**src/rtl/execute_hazard_controller_pkg.sv**
```systemverilog
// Shared pipeline package for the execute-stage hazard controller.
// Holds the controller state encoding, the pipeline NOP word used when
// younger instructions are squashed, and a saturating counter helper.
package execute_hazard_controller_pkg;

  // Controller state encoding; value 2'd3 is never entered on purpose.
  typedef enum logic [1:0] {
    ST_RUN      = 2'd0,
    ST_MEM_WAIT = 2'd1,
    ST_FLUSH    = 2'd2
  } hz_state_e;

  // Instruction word substituted for squashed fetch/decode slots (mov r0,r0).
  localparam logic [31:0] NOP_INSTR = 32'hE1A0_0000;

  localparam logic [15:0] STALL_COUNT_MAX = 16'hFFFF;

  // Increment that sticks at the all-ones value instead of wrapping.
  function automatic logic [15:0] sat_inc16(input logic [15:0] value);
    logic [15:0] result;
    if (value == STALL_COUNT_MAX) begin
      result = value;
    end else begin
      result = value + 16'd1;
    end
    return result;
  endfunction

endpackage

```
**src/rtl/execute_hazard_controller_hazard_detect.sv**
```systemverilog
// hazard_detect: load-use register comparator.
// Flags the case where the execute stage holds a load whose destination is
// read by the instruction currently in decode.
//   dec_valid, dec_rn/rs/rm, dec_use : decode-stage operand info
//   ex_valid, ex_rd, ex_is_load      : execute-stage destination info
//   load_use                         : decode must wait one cycle
module hazard_detect
  import execute_hazard_controller_pkg::*;
(
  input  logic       dec_valid,
  input  logic [3:0] dec_rn,
  input  logic [3:0] dec_rs,
  input  logic [3:0] dec_rm,
  input  logic [2:0] dec_use,
  input  logic       ex_valid,
  input  logic       ex_is_load,
  input  logic [3:0] ex_rd,
  output logic       load_use
);

  logic [2:0] match_s;

  // Per-operand match, qualified by whether that operand is actually read.
  always_comb begin
    match_s[0] = dec_use[0] & (dec_rn == ex_rd);
    match_s[1] = dec_use[1] & (dec_rs == ex_rd);
    match_s[2] = dec_use[2] & (dec_rm == ex_rd);
    load_use   = ex_valid & ex_is_load & dec_valid & (|match_s);
  end

endmodule

```
**src/rtl/execute_hazard_controller.sv**
```systemverilog
// execute_hazard_controller: stall/flush sequencing for the execute stage.
// Detects load-use hazards, holds the pipe while memory is busy (with a
// bounded wait), and squashes younger instructions after a taken branch.
//   clk, rst (async, active high)
//   dec_* / ex_*            : stage contents for hazard detection
//   branch_taken            : execute resolved a taken branch
//   mem_req, mem_ack        : memory stage handshake
//   stall, flush            : combinational pipeline controls (mutually exclusive)
//   state_o                 : current controller state
//   stall_count             : saturating count of stalled cycles
//   mem_timeout             : sticky flag, a memory wait gave up
module execute_hazard_controller
  import execute_hazard_controller_pkg::*;
#(
  parameter int FLUSH_CYCLES = 2,
  parameter int MEM_TIMEOUT  = 15
) (
  input  logic        clk,
  input  logic        rst,
  input  logic        dec_valid,
  input  logic [3:0]  dec_rn,
  input  logic [3:0]  dec_rs,
  input  logic [3:0]  dec_rm,
  input  logic [2:0]  dec_use,
  input  logic        ex_valid,
  input  logic [3:0]  ex_rd,
  input  logic        ex_is_load,
  input  logic        branch_taken,
  input  logic        mem_req,
  input  logic        mem_ack,
  output logic        stall,
  output logic        flush,
  output logic [1:0]  state_o,
  output logic [15:0] stall_count,
  output logic        mem_timeout
);

  // Flush counter starts at FLUSH_CYCLES-1 because the branch cycle itself
  // already flushes; the wait counter's last legal value is MEM_TIMEOUT-1.
  localparam logic [2:0] FLUSH_INIT_C   = 3'(FLUSH_CYCLES - 1);
  localparam logic [3:0] TIMEOUT_LAST_C = 4'(MEM_TIMEOUT - 1);
  localparam logic       FLUSH_MULTI_C  = (FLUSH_CYCLES > 1) ? 1'b1 : 1'b0;

  hz_state_e   state_r;
  hz_state_e   state_nxt_s;
  logic [3:0]  wait_cnt_r;
  logic [3:0]  wait_cnt_nxt_s;
  logic [2:0]  flush_cnt_r;
  logic [2:0]  flush_cnt_nxt_s;
  logic [15:0] stall_count_r;
  logic        mem_timeout_r;
  logic        timeout_hit_s;
  logic        load_use_s;
  logic        mem_block_s;
  logic        branch_s;
  logic        stall_s;
  logic        flush_s;

  hazard_detect u_hazard_detect (
    .dec_valid  (dec_valid),
    .dec_rn     (dec_rn),
    .dec_rs     (dec_rs),
    .dec_rm     (dec_rm),
    .dec_use    (dec_use),
    .ex_valid   (ex_valid),
    .ex_is_load (ex_is_load),
    .ex_rd      (ex_rd),
    .load_use   (load_use_s)
  );

  assign mem_block_s = mem_req & ~mem_ack;
  assign branch_s    = branch_taken & ex_valid;

  // State and counter registers, plus the stall statistics and sticky timeout.
  always_ff @(posedge clk or posedge rst) begin
    if (rst) begin
      state_r       <= ST_RUN;
      wait_cnt_r    <= 4'd0;
      flush_cnt_r   <= 3'd0;
      stall_count_r <= 16'd0;
      mem_timeout_r <= 1'b0;
    end else begin
      state_r     <= state_nxt_s;
      wait_cnt_r  <= wait_cnt_nxt_s;
      flush_cnt_r <= flush_cnt_nxt_s;
      if (stall_s) begin
        stall_count_r <= sat_inc16(stall_count_r);
      end
      if (timeout_hit_s) begin
        mem_timeout_r <= 1'b1;
      end
    end
  end

  // Next-state and counter update logic.
  always_comb begin
    state_nxt_s     = ST_RUN;
    wait_cnt_nxt_s  = wait_cnt_r;
    flush_cnt_nxt_s = flush_cnt_r;
    timeout_hit_s   = 1'b0;
    case (state_r)
      ST_RUN: begin
        if (mem_block_s) begin
          state_nxt_s    = ST_MEM_WAIT;
          wait_cnt_nxt_s = 4'd0;
        end else if (branch_s && FLUSH_MULTI_C) begin
          state_nxt_s     = ST_FLUSH;
          flush_cnt_nxt_s = FLUSH_INIT_C;
        end else begin
          // Single-cycle flush or load-use bubble both stay in RUN.
          state_nxt_s = ST_RUN;
        end
      end
      ST_MEM_WAIT: begin
        if (mem_ack) begin
          if (branch_s && FLUSH_MULTI_C) begin
            state_nxt_s     = ST_FLUSH;
            flush_cnt_nxt_s = FLUSH_INIT_C;
          end else begin
            state_nxt_s = ST_RUN;
          end
          wait_cnt_nxt_s = 4'd0;
        end else if (wait_cnt_r == TIMEOUT_LAST_C) begin
          // This is the MEM_TIMEOUT-th waiting cycle: give up.
          timeout_hit_s  = 1'b1;
          state_nxt_s    = ST_RUN;
          wait_cnt_nxt_s = 4'd0;
        end else begin
          state_nxt_s    = ST_MEM_WAIT;
          wait_cnt_nxt_s = wait_cnt_r + 4'd1;
        end
      end
      ST_FLUSH: begin
        if (mem_block_s) begin
          // Memory stall wins; the rest of the flush is dropped.
          state_nxt_s     = ST_MEM_WAIT;
          wait_cnt_nxt_s  = 4'd0;
          flush_cnt_nxt_s = 3'd0;
        end else if (flush_cnt_r <= 3'd1) begin
          state_nxt_s     = ST_RUN;
          flush_cnt_nxt_s = 3'd0;
        end else begin
          state_nxt_s     = ST_FLUSH;
          flush_cnt_nxt_s = flush_cnt_r - 3'd1;
        end
      end
      default: begin
        // Unused encoding: recover to RUN with clean counters.
        state_nxt_s     = ST_RUN;
        wait_cnt_nxt_s  = 4'd0;
        flush_cnt_nxt_s = 3'd0;
      end
    endcase
  end

  // Stall/flush outputs; each branch drives at most one of them.
  always_comb begin
    stall_s = 1'b0;
    flush_s = 1'b0;
    case (state_r)
      ST_RUN: begin
        if (mem_block_s) begin
          stall_s = 1'b1;
        end else if (branch_s) begin
          flush_s = 1'b1;
        end else if (load_use_s) begin
          stall_s = 1'b1;
        end else begin
          stall_s = 1'b0;
        end
      end
      ST_MEM_WAIT: begin
        if (mem_ack) begin
          flush_s = branch_s;
        end else if (wait_cnt_r == TIMEOUT_LAST_C) begin
          stall_s = 1'b0;
        end else begin
          stall_s = 1'b1;
        end
      end
      ST_FLUSH: begin
        if (mem_block_s) begin
          stall_s = 1'b1;
        end else begin
          flush_s = 1'b1;
        end
      end
      default: begin
        stall_s = 1'b0;
        flush_s = 1'b0;
      end
    endcase
  end

  assign stall       = stall_s;
  assign flush       = flush_s;
  assign state_o     = state_r;
  assign stall_count = stall_count_r;
  assign mem_timeout = mem_timeout_r;

endmodule

```
**config.mk**
```make
export PLATFORM = sky130hd
export DESIGN_NAME = execute_hazard_controller
export DESIGN_NICKNAME = d
export VERILOG_FILES = /design/src/rtl/execute_hazard_controller_pkg.sv /design/src/rtl/execute_hazard_controller_hazard_detect.sv /design/src/rtl/execute_hazard_controller.sv
export SDC_FILE = /design/constraint.sdc
export NUM_CORES = 1
export LEC_CHECK = 0
export CAP_MARGIN = 30
export CORE_MARGIN = 2
export CORE_UTILIZATION = 40
export CTS_CLUSTER_SIZE = 8
export DETAILED_ROUTE_END_ITERATION = 10
export GPL_TIMING_DRIVEN = 0
export PLACE_DENSITY_LB_ADDON = 0.2
export SYNTH_ARGS = -nofsm -noshare
export SYNTH_HDL_FRONTEND = slang
export SYNTH_SLANG_ARGS = --single-unit
```
**constraint.sdc**
```tcl
create_clock -name clk -period 2.02 [get_ports clk]
set_clock_uncertainty 0.05 [all_clocks]
set_input_delay 0.404 -clock clk [delete_from_list [all_inputs] [get_ports clk]]
set_output_delay 0.404 -clock clk [all_outputs]
set_load 0.01 [all_outputs]
```
### Word level (Yosys, flattened, before mapping)

Index checks and enable logic that the tools add are counted.

* flip-flop bits (word level): 26
* bits in latches: 0
* RAM bits: 0
* bits in read-only memories: 0
* input bits: 27
* output and inout port bits: 21
* word-level logic and storage cells: 66
* memories kept: 0

* $add $sub $neg: 3
* multipliers: 0
* divide/modulo/power cells: 0
* magnitude comparators: 1
* equality and inequality tests: 10
* shift operators: 0
* multiplexer cells: 32
* bitwise operators: 10
* reduce and logical (&&, ||, !) cells: 5

Operators with widths (count)
* adder 16 x 1 -> 16 bit, second input constant: 1
* == test 16 bit, second input constant: 1
* two-way mux 3 bit: 5
* two-way mux 1 bit: 14
* == test 4 bit: 3
* two-way mux 4 bit: 3
* two-way mux 2 bit: 5
* one-hot mux 3 bit (3 select lines): 1
* bitwise AND 1 bit: 8
* one-hot mux 4 bit (2 select lines): 1
* one-hot mux 1 bit (3 select lines): 2
* one-hot mux 2 bit (3 select lines): 1
* adder 4 x 1 -> 4 bit, second input constant: 1
* == test 4 bit, second input constant: 1
* != test 2 bit, second input constant: 2
* AND reduction 2 bit: 2
* less-or-equal comparator 3 x 1 -> 1 bit, second input constant: 1
* OR reduction 3 bit: 1
* subtractor 3 x 1 -> 3 bit, second input constant: 1
* == test 2 x 1 -> 1 bit, second input constant: 1
* == test 2 bit, second input constant: 1
* logical NOT 2 bit: 1
* != test 2 x 1 -> 1 bit, second input constant: 1
* NOT 1 bit: 2
* OR reduction 2 bit: 1

### Longest topological paths before layout

* depth after elaboration: 9
* gate-level depth with buffers: 10
* gate-level depth less buffers: 9

### By module

From an unflattened synthesis, not the netlist that was laid out.

* cell total of the unflattened synthesis: 156
* area, all modules: 1546.5 um^2

Modules (own cells, without submodules)
* execute_hazard_controller: instances 1, cells each 136, area each 1397.6 um^2, seq. area each 650.6 um^2
* hazard_detect: instances 1, cells each 20, area each 148.9 um^2, seq. area each 0.0 um^2

### Worst setup path before layout

No wires, ideal clock.

* kind: register -> register
* start: register wait_cnt_r[0]
* end: register stall_count_r[7] (netlist: stall_count[7])
* setup time: 80 ps
* arrival time: 1827 ps
* data required time: 1890 ps
* setup slack: 63 ps
* stages on the path, launching flop included: 11
* path buffers: 1
* period minus slack after synthesis: 1957 ps
* cells stage by stage: dfrtp_1 > inv_1 > ha_1 > nand3_2 > a2bb2oi_4 > inv_2 > nor4_2 > nor2_4 > buf_6 > nand4_1 > xnor2_1

* word-level cells in the longest chain between the ends: 5

Ends and longest elaborated chain
* start: declaration: line execute_hazard_controller.sv:46 `logic [3:0] wait_cnt_r;`
* start signal: assignment: line execute_hazard_controller.sv:84 `wait_cnt_r <= wait_cnt_nxt_s;`
* == test 4 bit: line execute_hazard_controller.sv:175 `end else if (wait_cnt_r == TIMEOUT_LAST_C) begin`
* two-way mux 1 bit: line execute_hazard_controller.sv:175
* two-way mux 1 bit: line execute_hazard_controller.sv:173 `if (mem_ack) begin`
* one-hot mux 1 bit (3 select lines): line execute_hazard_controller.sv:160 `case (state_r)`
* AND reduction 2 bit (no source line)
* end signal: assignment: line execute_hazard_controller.sv:87 `stall_count_r <= sat_inc16(stall_count_r);`
* end: declaration: line execute_hazard_controller.sv:50 `logic [15:0] stall_count_r;`

No other way between the ends.
A chain may end at the register's enable or synchronous reset.

### Final worst setup path

* start: input port dec_rs[2]
* end: output port stall

* word-level cells in the longest chain between the ends: 8

Ends and longest elaborated chain
* start: declaration: line execute_hazard_controller.sv:22 `input logic [3:0] dec_rs,`
* == test 4 bit: line execute_hazard_controller_hazard_detect.sv:26 `match_s[1] = dec_use[1] & (dec_rs == ex_rd);`
* bitwise AND 1 bit: line execute_hazard_controller_hazard_detect.sv:26
* OR reduction 3 bit: line execute_hazard_controller_hazard_detect.sv:28 `load_use = ex_valid & ex_is_load & dec_valid & (|match_s);`
* bitwise AND 1 bit: line execute_hazard_controller_hazard_detect.sv:28
* two-way mux 1 bit: line execute_hazard_controller.sv:166 `end else if (load_use_s) begin`
* two-way mux 1 bit: line execute_hazard_controller.sv:164 `end else if (branch_s) begin`
* two-way mux 1 bit: line execute_hazard_controller.sv:162 `if (mem_block_s) begin`
* one-hot mux 1 bit (3 select lines): line execute_hazard_controller.sv:160
* end: declaration: line execute_hazard_controller.sv:31 `output logic stall,`

No other way between the ends.

==> out/metrics.csv <==
stage,metric,value,unit
logic_synthesis,synthAdderAreaFrac,0.0405,
logic_synthesis,synth_top_family_by_area,simple AND/OR/NAND/NOR gates,
worst_setup_path,r2r-start,stall_count[5],
sta,setup_viol_count_final,1,
sta,rsz0062_at_grt,true,
global_routing,grt_pass1_vias,1438,
logic_synthesis,synth_compound_area_frac,0.111,
route,wl_per_cell,15.7,um
worst_setup_path,crit_path_end_kind,primary output,
final_layout,n_fill_cell,305,
final_layout,area.growth.synth_to_final,57.4,%
sta,slew_headroom,0.762,
placed_design,pre_cts_ws,-0.938,ns
logic_synthesis,synth_enable_flop_cells,0,
logic_synthesis,synthArstFlopShare,1.00,
logic_synthesis,ys.flop_type,dfrtp_1,
logic_synthesis,synth_top_area_share,0.421,
worst_setup_path,start_kind,input port,
global_routing,grt_antenna_before_repair,1,
global_routing,grt_max_degree,24,
final_layout,multi_input_area,997,um2
worst_setup_path,cp.required,1.57,ns
logic_synthesis,synth_xor_area_frac,0.130,
logic_synthesis,synth_top_area_cell,dfrtp_1,
floorplan,dieWidth,66.2,um
route,initialDrtViolationCount,56,
route,wl_met3,167,um
route,vias,1393,
logic_synthesis,synth_top_cells_by_area,"dfrtp_1 42%, xnor2_1 7.9%, xor2_1 5.1%",
sta,final_hold_viol_count,0,
route,routedLengthMet1,1620,um
logic_synthesis,yosysMostFrequentCell,dfrtp_1,
clock_tree,clk_pin_slew_worst_paths,0.09,ns
sta,layout_min_cycle_time,2.12,ns
sta,slew_violations,0,
placed_design,gp_congestion,0.797,
job,maxCapViolCount,0,
floorplan,coreArea,3690,um2
clock_tree,cts_root_buf,clkbuf_8,
route,drc,0,
logic_synthesis,synth_seq_cells,26,
worst_setup_path,crit_type,input port to primary output,
clock_tree,clk_latency,0.27,ns
worst_hold_path,hold_path.class,input port to async pin,
logic_synthesis,synth_nets,185,
logic_synthesis,synth_common_cells,"26 x dfrtp_1, 14 x xnor2_1, 11 x nand2_1, 10 x nand3_1, 10 x o21ai_0",
sta,hold_slack,0.284,ns
worst_setup_path,r2r-end,stall_count[14],
logic_synthesis,synth-simple-area-share,0.240,
clock_tree,cts_max_path_buffers,2,
worst_setup_path,crit_end,stall,
pwr,leakage,1.12,nW
floorplan,design.die.area,4380,um2
pwr,max-vdd-ir-drop,0.555,mV
route,drt_pre_antenna_iters,4,
logic_synthesis,muxShareOfSynthArea,0.0138,
floorplan,start_util,0.419,
floorplan,pin_count,48,
worst_setup_path,path_cells,clkdlybuf4s15_1 > xnor2_2 > nand2_2 > nor4_4 > nor3_2 > o21ai_1 > buf_2,
pwr,power_density,627,nW/um2
floorplan,die_h,66.2,um
clock_tree,cts_buffers,3,
final_layout,seqCellArea,652,um2
worst_setup_path,crit_fanout,2,
global_routing,track_usage,0.187,
outcome,status,"finished, violations left",
sta,fin_crit_sh,1.05,
logic_synthesis,netlist_instances,153,
final_layout,stdcell_area,2430,um2
route,viasPerCell,5.24,
placed_design,placed_cell_area,2100,um2
global_routing,grt_pass1_wl,6420,um
final_layout,nets,251,
route,dr.max_layer_used,met4,
placed_design,hpwl,2800,um
logic_synthesis,avgSynthCellArea,10.1,um2
clock_tree,cts.sinks,26,
logic_synthesis,ys_seq_area_frac,0.421,
logic_synthesis,yosysWarnings,0,
sta,fin_ws,-0.0954,ns
route,wl,4170,um
floorplan,rows,22,
outcome,violations,negative setup slack,
worst_setup_path,cp.arrival,1.66,ns
worst_setup_path,r2r_cells,9,
clock_tree,cts_max_level,1,
logic_synthesis,syn_area,1550,um2
worst_setup_path,cpPeakStageDelay,0.36,ns
worst_setup_path,slowest_stage,nor4_4,
sta,tightest_slew,0.357,ns
clock_tree,holdBufCountCts,0,
logic_synthesis,yosysUniqueCellTypes,42,
placed_design,io_buffers,47,
global_routing,overflow,0,
worst_setup_path,startpoint,dec_rs[2],
route,route.met2.wl,2260,um
worst_setup_path,ff2ff_setup_slack,0.07,ns
final_layout,drive_above_1_share,0.295,
route,antenna_left,0,
clock_tree,cts_tree,yes,
sta,max_freq,473,MHz
-- logic make-up after synthesis --
group | after synthesis
adders and majority gates | 5
muxes | 2
and+or+nand+nor | 59
DFF | 26
xor gates and xnor gates | 23
buffers and inverters | 13
AOI/OAI and AO/OA | 25
-- per-layer routing --
| layer | GRT usage | up-vias |
|---|---|---|
| met3 | 0.0426 | 11 |
| met2 | 0.334 | 44 |
| met4 | 0.0536 | 0 |
| met5 | 0 | - |
| li1 | - | 668 |
| met1 | 0.222 | 670 |
-- cell usage in the layout, fill, tap and decap left out, drive strengths merged, types with 2 or more instances in the layout --
cell type,instances
and3,6
nand3,11
dfrtp,26
dlygate4sd2,2
nand2,11
and4,2
nor4b,2
xor2,9
buf,21
ha,5
xnor2,14
nor2,5
and2,4
clkdlybuf4s50,25
inv,8
nor3,2
nor4,3
a21oi,5
dlymetal6s2s,11
nand4,9
clkbuf,9
nor3b,2
o21ai,11
-- critical path: cells and delay by family --
kind                   cells  cell delay (ns)
XOR/XNOR                   1             0.18
AO/OA/AOI/OAI              1             0.15
buffers and inverters      2             0.38
AND/OR/NAND/NOR            3             0.54
-- layout make-up --
| cell class | count | share of cell area |
|---|---|---|
| well taps | 48 | 0.0247 |
| plain buffers | 5 | 0.0175 |
| clock buffers | 3 | 0.0170 |
| flip-flops and latches | 26 | 0.268 |
| multi-input cells | 114 | 0.410 |
| inverters | 8 | 0.0134 |
| repair buffers | 61 | 0.248 |
| diodes | 1 | 0.00103 |
-- stage by stage --
step	util	std cells	TNS, ns	total power, W
global placement	0.563	248	-8.54	0.00113
floorplan	-	153	0	0.000922
CTS	0.599	258	-0.170	0.00147
global route	0.659	266	-0.393	0.00162
finish	0.659	266	-0.0954	0.00153
detailed placement	0.570	249	-9.35	0.00116
-- state kept, by name, indices dropped and copies added (netlist names) --
| register | flops |
|---|---|
| wait_cnt_r | 4 |
| flush_cnt_r | 3 |
| stall_count | 16 |
| state_o | 2 |
| mem_timeout | 1 |
-- what timing repair did --
item	CTS	global route
endpoints found under the setup margin	18	17
pin swaps	10	20
buffers inserted	5	8
cloned	1	0
gates resized for setup	23	66
-- where the power goes --
group / total, W / internal [W] / switching [W]
Sequential: 0.000660 / 0.000587 / 0.0000724
Combinational: 0.000572 / 0.000304 / 0.000268
Clock: 0.000294 / 0.000134 / 0.000160
-- how the worst min path moves through the flow --
stage                     endpoint  cells past startpoint            from  slack [ns]
floorplan           flush_cnt_r[0]                      1             rst        0.39
global placement       mem_timeout                      1     mem_timeout        0.41
detailed placement  flush_cnt_r[1]                      2  flush_cnt_r[1]        0.42
CTS                    mem_timeout                      2             rst        0.29
global route           mem_timeout                      2             rst        0.32
finish               wait_cnt_r[3]                      2             rst        0.28
(Power assumes the default switching activity.)
